===== src/rtl/adc_acq_sm_cbuf_mw.sv =====
// ADC acquisition sequencer: on a qualified trigger it writes a fill header, then per
// waveform a header plus circular-buffer bursts, then a checksum, and waits for DDR3.
module adc_acq_sm_cbuf_mw #(
    parameter int ADDR_W          = 14,
    parameter int BURST_CNT_W     = 23,
    parameter int WFM_CNT_W       = 8,
    parameter int WORDS_PER_BURST = 4,
    parameter int SYNC_STAGES     = 4,
    parameter int TIMEOUT_W       = 16
) (
    input  logic                   clk,
    input  logic                   reset_n,
    input  logic [1:0]             acq_enable,
    input  logic                   acq_trig,
    input  logic [BURST_CNT_W-1:0] burst_count,
    input  logic [WFM_CNT_W-1:0]   wfm_count,
    input  logic [ADDR_W-1:0]      trig_addr,
    input  logic                   trig_addr_empty,
    input  logic                   ddr3_wr_done,
    input  logic                   dummy_dat_reset_mode,
    output logic [1:0]             fill_type,
    output logic                   trig_pulse,
    output logic                   trig_addr_rd_en,
    output logic [ADDR_W-1:0]      circ_buf_rd_addr,
    output logic                   latch_circ_buf_dat,
    output logic                   adc_mux_fill_hdr_sel,
    output logic                   adc_mux_wfm_hdr_sel,
    output logic                   adc_mux_dat_sel,
    output logic                   adc_mux_checksum_select,
    output logic                   adc_mux_checksum_update,
    output logic                   adc_acq_out_valid,
    output logic                   address_cntr_en,
    output logic                   fill_cntr_en,
    output logic                   dummy_dat_reset,
    output logic                   acq_enabled,
    output logic                   acq_done,
    output logic                   sm_idle,
    output logic                   trig_addr_err
);

    localparam int                    WORD_W    = $clog2(WORDS_PER_BURST);
    localparam logic [WORD_W-1:0]     WORD_LAST = WORD_W'(WORDS_PER_BURST - 1);
    // Last empty cycle before timeout is cycle 2^TIMEOUT_W-1, i.e. count value 2^TIMEOUT_W-2.
    localparam logic [TIMEOUT_W-1:0]  TMO_LAST  = {{(TIMEOUT_W-1){1'b1}}, 1'b0};

    typedef enum logic [3:0] {
        S_IDLE, S_ARMED, S_FILL_HDR1, S_FILL_HDR2, S_WFM_WAIT, S_WFM_HDR1, S_WFM_HDR2,
        S_RUN, S_BURST_SEL, S_BURST_WR, S_WFM_END, S_CHECKSUM1, S_CHECKSUM2,
        S_DDR3_WAIT, S_DONE
    } state_t;

    typedef struct packed {
        logic sm_idle;
        logic acq_enabled;
        logic acq_done;
        logic fill_hdr_sel;
        logic wfm_hdr_sel;
        logic dat_sel;
        logic checksum_select;
        logic checksum_update;
        logic out_valid;
        logic address_cntr_en;
        logic fill_cntr_en;
        logic latch_dat;
        logic rd_en;
        logic dummy_reset;
    } ctrl_t;

    logic [1:0] rst_pipe;
    logic       rst_n;

    // NOTE: reset asserts asynchronously but is released through two flops, so no
    // downstream flop ever sees reset_n rise close to an active clock edge.
    always_ff @(posedge clk or negedge reset_n) begin
        if (!reset_n) rst_pipe <= '0;
        else          rst_pipe <= {rst_pipe[0], 1'b1};
    end
    assign rst_n = rst_pipe[1];

    logic [SYNC_STAGES-1:0][1:0] en_pipe;
    logic [SYNC_STAGES-1:0]      trig_pipe;
    logic [1:0]                  done_pipe;
    logic                        trig_prev;
    logic [1:0]                  en_s;
    logic                        trig_s, done_s, armed_s;

    assign en_s    = en_pipe[SYNC_STAGES-1];
    assign trig_s  = trig_pipe[SYNC_STAGES-1];
    assign done_s  = done_pipe[1];
    assign armed_s = |en_s;

    // NOTE: every sequential block uses non-blocking assignments so all flops update
    // from the same pre-edge values regardless of evaluation order.
    always_ff @(posedge clk or negedge rst_n) begin
        if (!rst_n) begin
            en_pipe    <= '0;
            trig_pipe  <= '0;
            done_pipe  <= '0;
            trig_prev  <= 1'b0;
            trig_pulse <= 1'b0;
        end else begin
            en_pipe    <= {en_pipe[SYNC_STAGES-2:0], acq_enable};
            trig_pipe  <= {trig_pipe[SYNC_STAGES-2:0], acq_trig};
            done_pipe  <= {done_pipe[0], ddr3_wr_done};
            trig_prev  <= trig_s;
            trig_pulse <= trig_s & ~trig_prev & armed_s;
        end
    end

    state_t                 state, state_nxt;
    logic [WFM_CNT_W-1:0]   wfm_rem;
    logic [BURST_CNT_W-1:0] burst_rem;
    logic [WORD_W-1:0]      word_cnt;
    logic [TIMEOUT_W-1:0]   tmo_cnt;
    ctrl_t                  ctrl, ctrl_nxt;

    always_ff @(posedge clk or negedge rst_n) begin
        if (!rst_n) state <= S_IDLE;
        else        state <= state_nxt;
    end

    // NOTE: defaults first so every path assigns every variable and no latch is inferred.
    always_comb begin
        state_nxt = state;
        case (state)
            S_IDLE:      if (armed_s) state_nxt = S_ARMED;
            S_ARMED:     if (trig_pulse)    state_nxt = S_FILL_HDR1;
                         else if (!armed_s) state_nxt = S_IDLE;
            S_FILL_HDR1: state_nxt = S_FILL_HDR2;
            S_FILL_HDR2: state_nxt = S_WFM_WAIT;
            S_WFM_WAIT:  if (!trig_addr_empty)        state_nxt = S_WFM_HDR1;
                         else if (tmo_cnt == TMO_LAST) state_nxt = S_CHECKSUM1;
            S_WFM_HDR1:  state_nxt = S_WFM_HDR2;
            S_WFM_HDR2:  state_nxt = S_RUN;
            S_RUN:       if (word_cnt == WORD_LAST) state_nxt = S_BURST_SEL;
            S_BURST_SEL: state_nxt = S_BURST_WR;
            S_BURST_WR:  state_nxt = (burst_rem == BURST_CNT_W'(1)) ? S_WFM_END : S_RUN;
            S_WFM_END:   state_nxt = (wfm_rem == WFM_CNT_W'(1)) ? S_CHECKSUM1 : S_WFM_WAIT;
            S_CHECKSUM1: state_nxt = S_CHECKSUM2;
            S_CHECKSUM2: state_nxt = S_DDR3_WAIT;
            S_DDR3_WAIT: if (done_s) state_nxt = S_DONE;
            S_DONE:      if (!(armed_s && trig_s)) state_nxt = S_IDLE;
            default:     state_nxt = S_IDLE;
        endcase
    end

    // Outputs are decoded from the next state and registered, so each is high exactly
    // while the state register holds the corresponding state.
    always_comb begin
        ctrl_nxt             = '0;
        ctrl_nxt.acq_enabled = !(state_nxt inside {S_IDLE, S_ARMED});
        case (state_nxt)
            S_IDLE:      ctrl_nxt.sm_idle = 1'b1;
            S_FILL_HDR1: ctrl_nxt.fill_hdr_sel = 1'b1;
            S_WFM_HDR1: begin
                ctrl_nxt.wfm_hdr_sel = 1'b1;
                ctrl_nxt.rd_en       = 1'b1;
                ctrl_nxt.dummy_reset = dummy_dat_reset_mode;
            end
            S_FILL_HDR2, S_WFM_HDR2, S_BURST_WR: begin
                ctrl_nxt.out_valid       = 1'b1;
                ctrl_nxt.address_cntr_en = 1'b1;
            end
            S_RUN:       ctrl_nxt.latch_dat = 1'b1;
            S_BURST_SEL: begin
                ctrl_nxt.dat_sel         = 1'b1;
                ctrl_nxt.checksum_update = 1'b1;
            end
            S_CHECKSUM1: ctrl_nxt.checksum_select = 1'b1;
            S_CHECKSUM2: begin
                ctrl_nxt.out_valid       = 1'b1;
                ctrl_nxt.address_cntr_en = 1'b1;
                ctrl_nxt.fill_cntr_en    = 1'b1;
            end
            S_DONE:      ctrl_nxt.acq_done = 1'b1;
            default: ;
        endcase
    end

    always_ff @(posedge clk or negedge rst_n) begin
        if (!rst_n) begin
            ctrl         <= '0;
            ctrl.sm_idle <= 1'b1;
        end else begin
            ctrl <= ctrl_nxt;
        end
    end

    always_ff @(posedge clk or negedge rst_n) begin
        if (!rst_n) begin
            fill_type        <= '0;
            wfm_rem          <= '0;
            burst_rem        <= '0;
            word_cnt         <= '0;
            tmo_cnt          <= '0;
            circ_buf_rd_addr <= '0;
            trig_addr_err    <= 1'b0;
        end else begin
            case (state)
                S_ARMED: if (trig_pulse) begin
                    fill_type     <= en_s;
                    wfm_rem       <= (wfm_count == '0) ? WFM_CNT_W'(1) : wfm_count;
                    trig_addr_err <= 1'b0;
                end
                S_WFM_WAIT: begin
                    if (!trig_addr_empty) begin
                        circ_buf_rd_addr <= trig_addr;
                        burst_rem        <= (burst_count == '0) ? BURST_CNT_W'(1) : burst_count;
                        tmo_cnt          <= '0;
                    end else if (tmo_cnt == TMO_LAST) begin
                        trig_addr_err <= 1'b1;
                        tmo_cnt       <= '0;
                    end else begin
                        tmo_cnt <= tmo_cnt + 1'b1;
                    end
                end
                S_WFM_HDR2: circ_buf_rd_addr <= circ_buf_rd_addr + 1'b1;
                S_RUN: begin
                    circ_buf_rd_addr <= circ_buf_rd_addr + 1'b1;
                    word_cnt         <= (word_cnt == WORD_LAST) ? '0 : word_cnt + 1'b1;
                end
                S_BURST_WR: burst_rem <= burst_rem - 1'b1;
                S_WFM_END:  wfm_rem   <= wfm_rem - 1'b1;
                default: ;
            endcase
        end
    end

    assign sm_idle                 = ctrl.sm_idle;
    assign acq_enabled             = ctrl.acq_enabled;
    assign acq_done                = ctrl.acq_done;
    assign adc_mux_fill_hdr_sel    = ctrl.fill_hdr_sel;
    assign adc_mux_wfm_hdr_sel     = ctrl.wfm_hdr_sel;
    assign adc_mux_dat_sel         = ctrl.dat_sel;
    assign adc_mux_checksum_select = ctrl.checksum_select;
    assign adc_mux_checksum_update = ctrl.checksum_update;
    assign adc_acq_out_valid       = ctrl.out_valid;
    assign address_cntr_en         = ctrl.address_cntr_en;
    assign fill_cntr_en            = ctrl.fill_cntr_en;
    assign latch_circ_buf_dat      = ctrl.latch_dat;
    assign trig_addr_rd_en         = ctrl.rd_en;
    assign dummy_dat_reset         = ctrl.dummy_reset;

endmodule


===== config.mk =====
export PLATFORM = sky130hd
export DESIGN_NAME = adc_acq_sm_cbuf_mw
export DESIGN_NICKNAME = d
export VERILOG_FILES = /design/src/rtl/adc_acq_sm_cbuf_mw.sv
export SDC_FILE = /design/constraint.sdc
export NUM_CORES = 1
export LEC_CHECK = 0
export CORE_MARGIN = 2
export CORE_UTILIZATION = 25
export CTS_CLUSTER_DIAMETER = 200
export DETAILED_ROUTE_END_ITERATION = 16
export PLACE_DENSITY = 0.43
export SETUP_SLACK_MARGIN = 0.2
export SYNTH_ARGS = -nofsm -noshare
export SYNTH_HDL_FRONTEND = slang
export SYNTH_SLANG_ARGS = --single-unit

===== constraint.sdc =====
create_clock -name clk -period 3.6 [get_ports clk]
set_input_delay 0.54 -clock clk [delete_from_list [all_inputs] [get_ports clk]]
set_output_delay 0.54 -clock clk [all_outputs]
set_load 0.01 [all_outputs]

# Word level (Yosys, flattened, before mapping)
# Cells that the tools add are included.
word_totals:
  mem_bits_ro: 0
  ramBits: 0
  reg_bits: 101
  latchBits: 0
  out_inout_bits: 32
  n_memories: 0
  inputBits: 53
op_classes:
  n_reduce_logical: 19
  multipliers: 0
  n_bitwise: 3
  eq_ne: 33
  magnitude_cmp: 0
  div: 0
  mux: 36
  shifts: 0
  n_addsub: 5
ops:
  columns: ["op", "count"]
  rows:
  - ["4-bit case mux with 15 select lines", 1]
  - ["4-bit equality test (second input constant)", 12]
  - ["23-bit two-way mux", 2]
  - ["23-bit case mux with 2 select lines", 1]
  - ["4-bit two-way mux", 10]
  - ["16-bit two-way mux", 2]
  - ["4-bit by 3-bit equality test with 1-bit output (second input constant)", 7]
  - ["14-bit case mux with 2 select lines", 1]
  - ["23-bit by 1-bit equality test with 1-bit output (second input constant)", 1]
  - ["23-bit zero test", 1]
  - ["23-bit by 1-bit subtractor with 23-bit output (second input constant)", 1]
  - ["16-bit by 1-bit adder with 16-bit output (second input constant)", 1]
  - ["16-bit equality test (second input constant)", 1]
  - ["4-bit by 2-bit equality test with 1-bit output (second input constant)", 4]
  - ["8-bit two-way mux", 2]
  - ["8-bit case mux with 2 select lines", 1]
  - ["14-bit by 1-bit adder with 14-bit output (second input constant)", 1]
  - ["14-bit two-way mux", 1]
  - ["1-bit two-way mux", 11]
  - ["2-bit nonzero test", 5]
  - ["4-bit by 1-bit equality test with 1-bit output (second input constant)", 2]
  - ["8-bit by 1-bit equality test with 1-bit output (second input constant)", 1]
  - ["4-bit zero test", 2]
  - ["8-bit zero test", 1]
  - ["14 further kinds", 24]

# Depth between registers and ports, before layout
# Gate-level depths: netlist (run 1).
logic_depth:
  word_depth: 7
  mapped_depth: 9

# Worst setup path before layout (run 1)
# Ideal clock, no wire load.
synth_timing:
  kind: "reg2reg"
  from: "reg burst_rem[10]"
  to: "reg ctrl (netlist bit acq_enabled)"
  setup_ps: 131
  t_arrival_ps: 2167
  path_buffers: 0
  setup_slack_ps: 1302
  t_required_ps: 3469
  stages_incl_launch_ff: 7
  cell_sequence: "dfrtp_1 -> or4_4 -> nor2_4 -> nand4_2 -> and2_4 -> or4_4 -> or3_1"
synth_lines:
  columns: ["item", "line_no", "source"]
  rows:
  - ["start: declaration", "112", "logic [BURST_CNT_W-1:0] burst_rem;"]
  - ["start signal: assignment", "208", "burst_rem <= (burst_count == '0) ? BURST_CNT_W'(1) : burst_count;"]
  - ["start signal: assignment", "222", "S_BURST_WR: burst_rem <= burst_rem - 1'b1;"]
  - ["end signal: assignment", "185", "ctrl <= ctrl_nxt;"]
  - ["end: declaration", "115", "ctrl_t ctrl, ctrl_nxt;"]

# Worst setup path after layout (run 1)
layout_timing:
  from: "reg state[2]"
  to: "reg burst_rem[7]"
layout_via:
  elab_chain_cells: 3
  elab_cells_between_ends: 6
layout_rtl:
  columns: ["item", "line_no", "source"]
  rows:
  - ["start: declaration", "110", "state_t state, state_nxt;"]
  - ["start signal: assignment", "119", "else state <= state_nxt;"]
  - ["4-bit by 3-bit equality test with 1-bit output or 4-bit equality test (tied branches)", "199", "case (state)"]
  - ["2-bit != test (no line) or 2-bit nonzero test (tied branches)", null, null]
  - ["2-bit AND reduction (no line)", null, null]
# Parallel ways exist; a longest one is shown, timed or not.
# A chain may end at the register's enable or synchronous reset.

==> summary.txt, run 1 <==
Run status
  – Status: complete, no violations

Cells and area
  – P&R area growth vs syn: 29.0%
  – Area of the multi-input gates: 0.00217 sq mm
  – Nets: 645
  – Most frequent cells in the layout: dfrtp_1, clkdlybuf4s50_1, nor2_1
  – Non-Filler Instances: 823
  – Most common cell after layout, fill and taps aside: dfrtp_1
  – Register area: 0.00248 sq mm
  – Fin util: 0.329
  – # fillers: 1942
  – Layout cell share with drive strength beyond 1: 0.0645
  – ANT cells: 0

GRT
  – GRT Util Overall: 0.131
  – Congestion Overflow GR: 0
  – Vias in the first global route: 4168
  – First-pass GRT wire length: 20900 um
  – Initial antenna violation count: 0
  – Largest net degree at the start of global routing: 81

Clock network
  – Sink Count: 99
  – TritonCTS buffer count: 9
  – Clock tree root buffer cell: clkbuf_16
  – H-tree levels: 3
  – Worst-Skew Late Latency: 0.35 ns
  – Post-cts sizing count: 0
  – Clk slew on worst S/H paths: 0.07 ns
  – TritonCTS clock tree: built
  – CTS Hold Bufs: 0
  – CTS max path bufs: 2
  – Setup Fix Bufs, Post-CTS: 0

Timing
  – Final setup viols: 0
  – Slew @ Worst Pin: 1.07 ns
  – Slew HR: 0.284
  – Setup WS post-layout: 0.993 ns
  – Slew Limit Fails: 0
  – Final setup TNS: 0 ns
  – RSZ-0062 raised after global routing: no
  – Top achievable clock speed: 0.384 GHz
  – Fin crit period: 2.61 ns
  – Clock skew: 0.00840 ns
  – Hold Fails Final Rpt: 0
  – Period utilization: 0.724

Placement
  – Dpl cells: 807
  – DP HPWL: 9210 um
  – Pre-CTS setup slack: 0.743 ns
  – # port buffers: 84
  – Final Wtd Congestion: 0.881

Floorplanning
  – # IOs: 85
  – Core area: 0.0188 sq mm
  – Row count: 50
  – Die Ht: 142 um
  – DIE AREA: 0.0203 sq mm
  – Initial Utilization: 0.255
  – Width of the die: 142 um

Synthesis
  – Mean Syn Cell Area: 9.51 sq um
  – Count of yosys warnings during synthesis: 0
  – Mapped Nets: 565
  – Ys flop type: dfrtp_1
  – Cell variety after synth: 62
  – Post-synthesis instance total: 504
  – Number of enable flip-flop cells after synthesis: 0
  – Seq/Total Area, Yosys: 0.517
  – Yosys reg bits: 99
  – Synth async-reset ratio: 1.00
  – Synthesized cell area: 0.00479 sq mm

Setup path
  – Critical Path AT: 2.84 ns
  – Critical path capture point: burst_rem[7]
  – R2r worst-path depth: 6
  – Worst setup EP type: flip-flop
  – R2R Path Start: state[2]
  – WS Path Type: reg -> reg
  – CP required: 3.83 ns
  – Critical-path top delay cell: or4_1
  – CP Launch Type: flip-flop
  – Flop-to-flop setup slack: 0.99 ns
  – Crit path from: state[2]
  – CP Cell Sequence: nand2b_1 > or4_1 > buf_4 > nand2_1 > o21ai_0 > a221o_1
  – CP peak stage delay: 0.68 ns
  – Crit path max fanout: 23
  – Reg-to-reg endpoint: burst_rem[7]

Pwr
  – Worst VDD drop: 0.000287 V
  – LEAKAGE: 2.48 nW
  – PD cells: 759 mW/mm^2

Routing
  – Pre-antenna DRT Iters: 5
  – Total wire length: 12700 um
  – Vias per std cell: 4.97
  – Initial detailed-routing violation count: 261
  – WL/cell: 15.5 um
  – DR vias: 4088
  – DRC: 0
  – Final ANT Viol Nets: 0

Hold path
  – Worst Hold Class: in -> async

Run
  – Max Cap Viol: 0
worst min path at each step:
stage                       startpoint      endpoint  slack, ns  cells after the start
after floorplan                reset_n   rst_pipe[0]       0.24                      0
after global placement    trig_pipe[2]  trig_pipe[3]       0.33                      0
after detailed placement    en_pipe[3]    en_pipe[5]       0.33                      0
after CTS                      reset_n   rst_pipe[1]       0.33                      1
after global routing           reset_n   rst_pipe[1]       0.33                      1
final                          reset_n   rst_pipe[0]       0.35                      1
through the flow:
| step | instance area, sq um | power, mW | hold slack, ns |
|---|---|---|---|
| final | 6180 | 4.69 | 0.347 |
| after global routing | 6180 | 5.10 | 0.331 |
| after CTS | 6180 | 4.76 | 0.331 |
| after detailed placement | 5880 | 3.70 | 0.335 |
| after global placement | 5880 | 3.68 | 0.331 |
| after floorplan | 4790 | 3.03 | 0.244 |
per-layer routing:
metal  GRT usage  part of all wire  vias to the layer above
li1            -                 -                     1992
met1       0.168              0.46                     1985
met2       0.217              0.49                      100
met3      0.0283             0.039                       11
met4      0.0448             0.013                        0
met5           0                 0                        -
cells by family after synthesis:
kind of cell    count (synthesis)  share of synthesized area
compound gates                 99                      0.146
xor+xnor                       12                     0.0219
fa+ha+maj                       8                     0.0209
buf+inv                        35                     0.0308
flops                          99                      0.517
mux                             3                    0.00653
other cells                     1                   0.000783
simple gates                  247                      0.256
area by class of cell:
cell class              count  share of cell area
multi-input cells         370               0.350
clock inverters             7              0.0132
inverters                  15             0.00911
well taps                 234              0.0474
repair buffers             89               0.142
flip-flops and latches     99               0.402
clock buffers               9              0.0364
synth_stat cells (all sizes together), types with 3 or more instances:
library cell | n | share of area
o22ai | 3 | 0.0039
xnor2 | 4 | 0.0073
nand2 | 63 | 0.049
o311ai | 10 | 0.018
nand4 | 8 | 0.012
ha | 8 | 0.021
or3 | 5 | 0.0065
xor2 | 8 | 0.015
dfrtp | 98 | 0.51
a211oi | 5 | 0.0078
nand3 | 30 | 0.031
and3 | 3 | 0.0039
nor3 | 16 | 0.017
nor2b | 3 | 0.0039
or2 | 3 | 0.0039
nand2b | 6 | 0.0078
nor2 | 70 | 0.056
buf | 8 | 0.0094
or4 | 8 | 0.014
a21oi | 15 | 0.016
o211ai | 14 | 0.022
o21ai | 22 | 0.023
and2 | 6 | 0.0084
inv | 13 | 0.010
o32ai | 3 | 0.0055
a221o | 5 | 0.010
nor4 | 15 | 0.021
clkbuf | 12 | 0.0097
nand3b | 3 | 0.0047
registers in the layout, indices dropped and copies added, names as in the netlist, 2 cells and up:
signal            count
burst_rem            23
en_s                  2
tmo_cnt              16
word_cnt              2
circ_buf_rd_addr     14
fill_type             2
wfm_rem               8
en_pipe               6
trig_pipe             4
rst_pipe              2
state                 4
done_pipe             2
power by group:
group / switching [mW] / total, mW / internal [mW]
sequential: 0.502 / 2.03 / 1.53
combinational: 0.843 / 1.65 / 0.812
clock: 0.456 / 1.01 / 0.552
total: 1.80 / 4.69 / 2.89
worst max-delay path, delay by kind of cell (launching register included):
family | cells | cell delay [ns]
AND/OR/NAND/NOR | 3 | 1.07
buffers and inverters | 1 | 0.33
flip-flops | 1 | 0.66
AO/OA/AOI/OAI | 2 | 0.43
No activity file was read; power rests on OpenSTA's default activity.
==> inputs of run 2 (changes only) <==
PLACE_DENSITY = 0.44   (was 0.43)
clock period = 2.2 ns   (was 3.6 ns; I/O delays follow)
==> run 2 against run 1 <==
The run now ends with negative setup slack left. Die area stayed put. Core utilization is 3.7 points higher. Clock power up 65%. Largest power group is now combinational logic.
==> summary.txt, run 2 (synthesis gave the netlist of run 1 again) <==
Cells and area
  – Most common cell after layout, fill and taps aside: dfrtp_1 (unchanged)
  – Layout cell share with drive strength beyond 1: 0.198 (was 0.0645)
  – Largest register by flop count: burst_rem (unchanged)
  – # fillers: 1921 (was 1942)
  – Register area: 0.00249 sq mm (was 0.00248 sq mm)
  – Regs by FF count: burst_rem: 23 flops, tmo_cnt: 16 flops, circ_buf_rd_addr: 14 flops (unchanged)
  – Area of the multi-input gates: 0.00236 sq mm (was 0.00217 sq mm)
  – ANT cells: 0 (unchanged)
  – P&R area growth vs syn: 43.3% (was 29.0%)
  – Most frequent cells in the layout: dfrtp_1, clkdlybuf4s50_1, nor2_1 (unchanged)
  – Largest register FFs: 23 (unchanged)
  – Nets: 706 (was 645)
  – Non-Filler Instances: 884 (was 823)

Setup path
  – Worst setup EP type: flip-flop (unchanged)
  – Critical Path AT: 2.47 ns (was 2.84 ns)
  – WS Path Type: reg -> reg (unchanged)
  – CP Launch Type: flip-flop (unchanged)
  – Crit path max fanout: 4 (was 23)
  – CP required: 2.42 ns (was 3.83 ns)

Timing
  – Slew HR: 0.652 (was 0.284)
  – Hold Fails Final Rpt: 0 (unchanged)
  – Clock skew: 0.00982 ns (was 0.00840 ns)
  – Final setup TNS: -0.0479 ns (was 0 ns)
  – Setup WS post-layout: -0.0479 ns (was 0.993 ns)
  – Hold_ws: 0.135 ns (was 0.347 ns)
  – Fin crit period: 2.25 ns (was 2.61 ns)
  – Top achievable clock speed: 0.445 GHz (was 0.384 GHz)
  – Final setup viols: 1 (was 0)
  – Slew Limit Fails: 0 (unchanged)
  – Slew @ Worst Pin: 0.522 ns (was 1.07 ns)
  – RSZ-0062 raised after global routing: yes (was no)
  – Period utilization: 1.02 (was 0.724)

Floorplanning
  – Die Ht: 142 um (unchanged)
  – DIE AREA: 0.0203 sq mm (unchanged)
  – # IOs: 85 (unchanged)
  – Row count: 50 (unchanged)
  – Initial Utilization: 0.255 (unchanged)
  – Width of the die: 142 um (unchanged)
  – Core area: 0.0188 sq mm (unchanged)

Clock network
  – CTS Hold Bufs: 0 (unchanged)
  – CTS max path bufs: 2 (unchanged)
  – TritonCTS buffer count: 9 (unchanged)
  – TritonCTS clock tree: built (unchanged)
  – Worst-Skew Late Latency: 0.35 ns (about the same)
  – Clk slew on worst S/H paths: 0.07 ns (about the same)
  – Sink Count: 99 (unchanged)
  – H-tree levels: 3 (unchanged)
  – Clock tree root buffer cell: clkbuf_16 (unchanged)

GRT
  – Vias in the first global route: 4423 (was 4168)
  – First-pass GRT wire length: 22700 um (was 20900 um)
  – Congestion Overflow GR: 0 (unchanged)
  – Largest net degree at the start of global routing: 39 (was 81)
  – Initial antenna violation count: 0 (unchanged)
  – GRT Util Overall: 0.141 (was 0.131)

Pwr
  – Overall Power: 8.57 mW (was 4.69 mW)
  – PD cells: 1250 mW/mm^2 (was 759 mW/mm^2)
  – Worst VDD drop: 0.000417 V (was 0.000287 V)
  – LEAKAGE: 2.84 nW (was 2.48 nW)

Run
  – Max Cap Viol: 0 (unchanged)

Placement
  – Dpl cells: 861 (was 807)
  – Final Wtd Congestion: 0.853 (was 0.881)
  – # port buffers: 84 (unchanged)
  – Pre-CTS setup slack: -0.0891 ns (was 0.743 ns)
  – DP HPWL: 10200 um (was 9210 um)

Run status
  – Failing checks: negative setup slack
  – Status: finished with violations (was complete, no violations)

Routing
  – Pre-antenna DRT Iters: 5 (unchanged)
  – WL/cell: 15.5 um (about the same)
  – Initial detailed-routing violation count: 226 (was 261)
  – Vias per std cell: 4.96 (was 4.97)
  – Total wire length: 13700 um (was 12700 um)
  – DRC: 0 (unchanged)
  – DR vias: 4386 (was 4088)
  – Final ANT Viol Nets: 0 (unchanged)

Hold path
  – Worst Hold Class: in -> async (unchanged)
-- run 2: path summary, 6_finish.rpt --
check | start | end | slack, ns | depth (start not counted)
setup / recovery | burst_rem[12] | acq_enabled | -0.05 | 6
hold / removal | reset_n | rst_pipe[1] | 0.13 | 1
setup reg to reg | burst_rem[12] | acq_enabled | -0.05 | 6
hold reg to reg | rst_pipe[1] | done_pipe[1] | 0.32 | 0
max in group asynchronous | rst_pipe[1] | sm_idle | 1.22 | 1
min in group clk | en_pipe[5] | en_s[1] | 0.34 | 0
-- run 2: repair_timing --
| item | CTS | global route |
|---|---|---|
| endpoints found under the hold margin | 0 | 0 |
| cloned | 0 | 0 |
| setup endpoints to repair | 31 | 52 |
| buffers inserted | 4 | 3 |
| resized for setup | 17 | 22 |
| pin swaps | 4 | 5 |
-- run 2: layer usage --
metal | vias to the layer above | GRT usage | wire length (um) | share of wire
li1 | 2105 | - | - | -
met1 | 2140 | 0.184 | 6280 | 0.46
met2 | 122 | 0.227 | 6530 | 0.48
met3 | 19 | 0.0323 | 643 | 0.047
met4 | 0 | 0.0516 | 279 | 0.020
met5 | - | 0 | 0 | 0
-- run 2: stage by stage --
step                       util  cell area [sq um]
after floorplan               -               4820
after global placement    0.337               6330
after detailed placement  0.337               6330
after CTS                 0.359               6740
after global routing      0.366               6870
final                     0.366               6870
-- run 2: worst max-delay path: stages, from the launching register on --
cell,delay (ns)
dfrtp_1,0.38
or4_4,0.56
nor2_4,0.13
nand4_4,0.09
and2_4,0.16
or4_4,0.49
or3_1,0.32
-- run 2: report_power, final --
group | total, mW | internal [mW] | switching, mW | leakage, nW
registers | 3.23 | 2.51 | 0.722 | 1.21
logic | 3.67 | 1.88 | 1.78 | 1.48
clock network | 1.67 | 0.924 | 0.748 | 0.146
total | 8.57 | 5.32 | 3.26 | 2.84
-- run 2: final cells by class --
class,count,area share
clock inverters,6,0.0104
well taps,234,0.0426
flip-flops and latches,99,0.362
clock buffers,10,0.0348
repair buffers,150,0.199
inverters,15,0.00820
multi-input cells,370,0.343
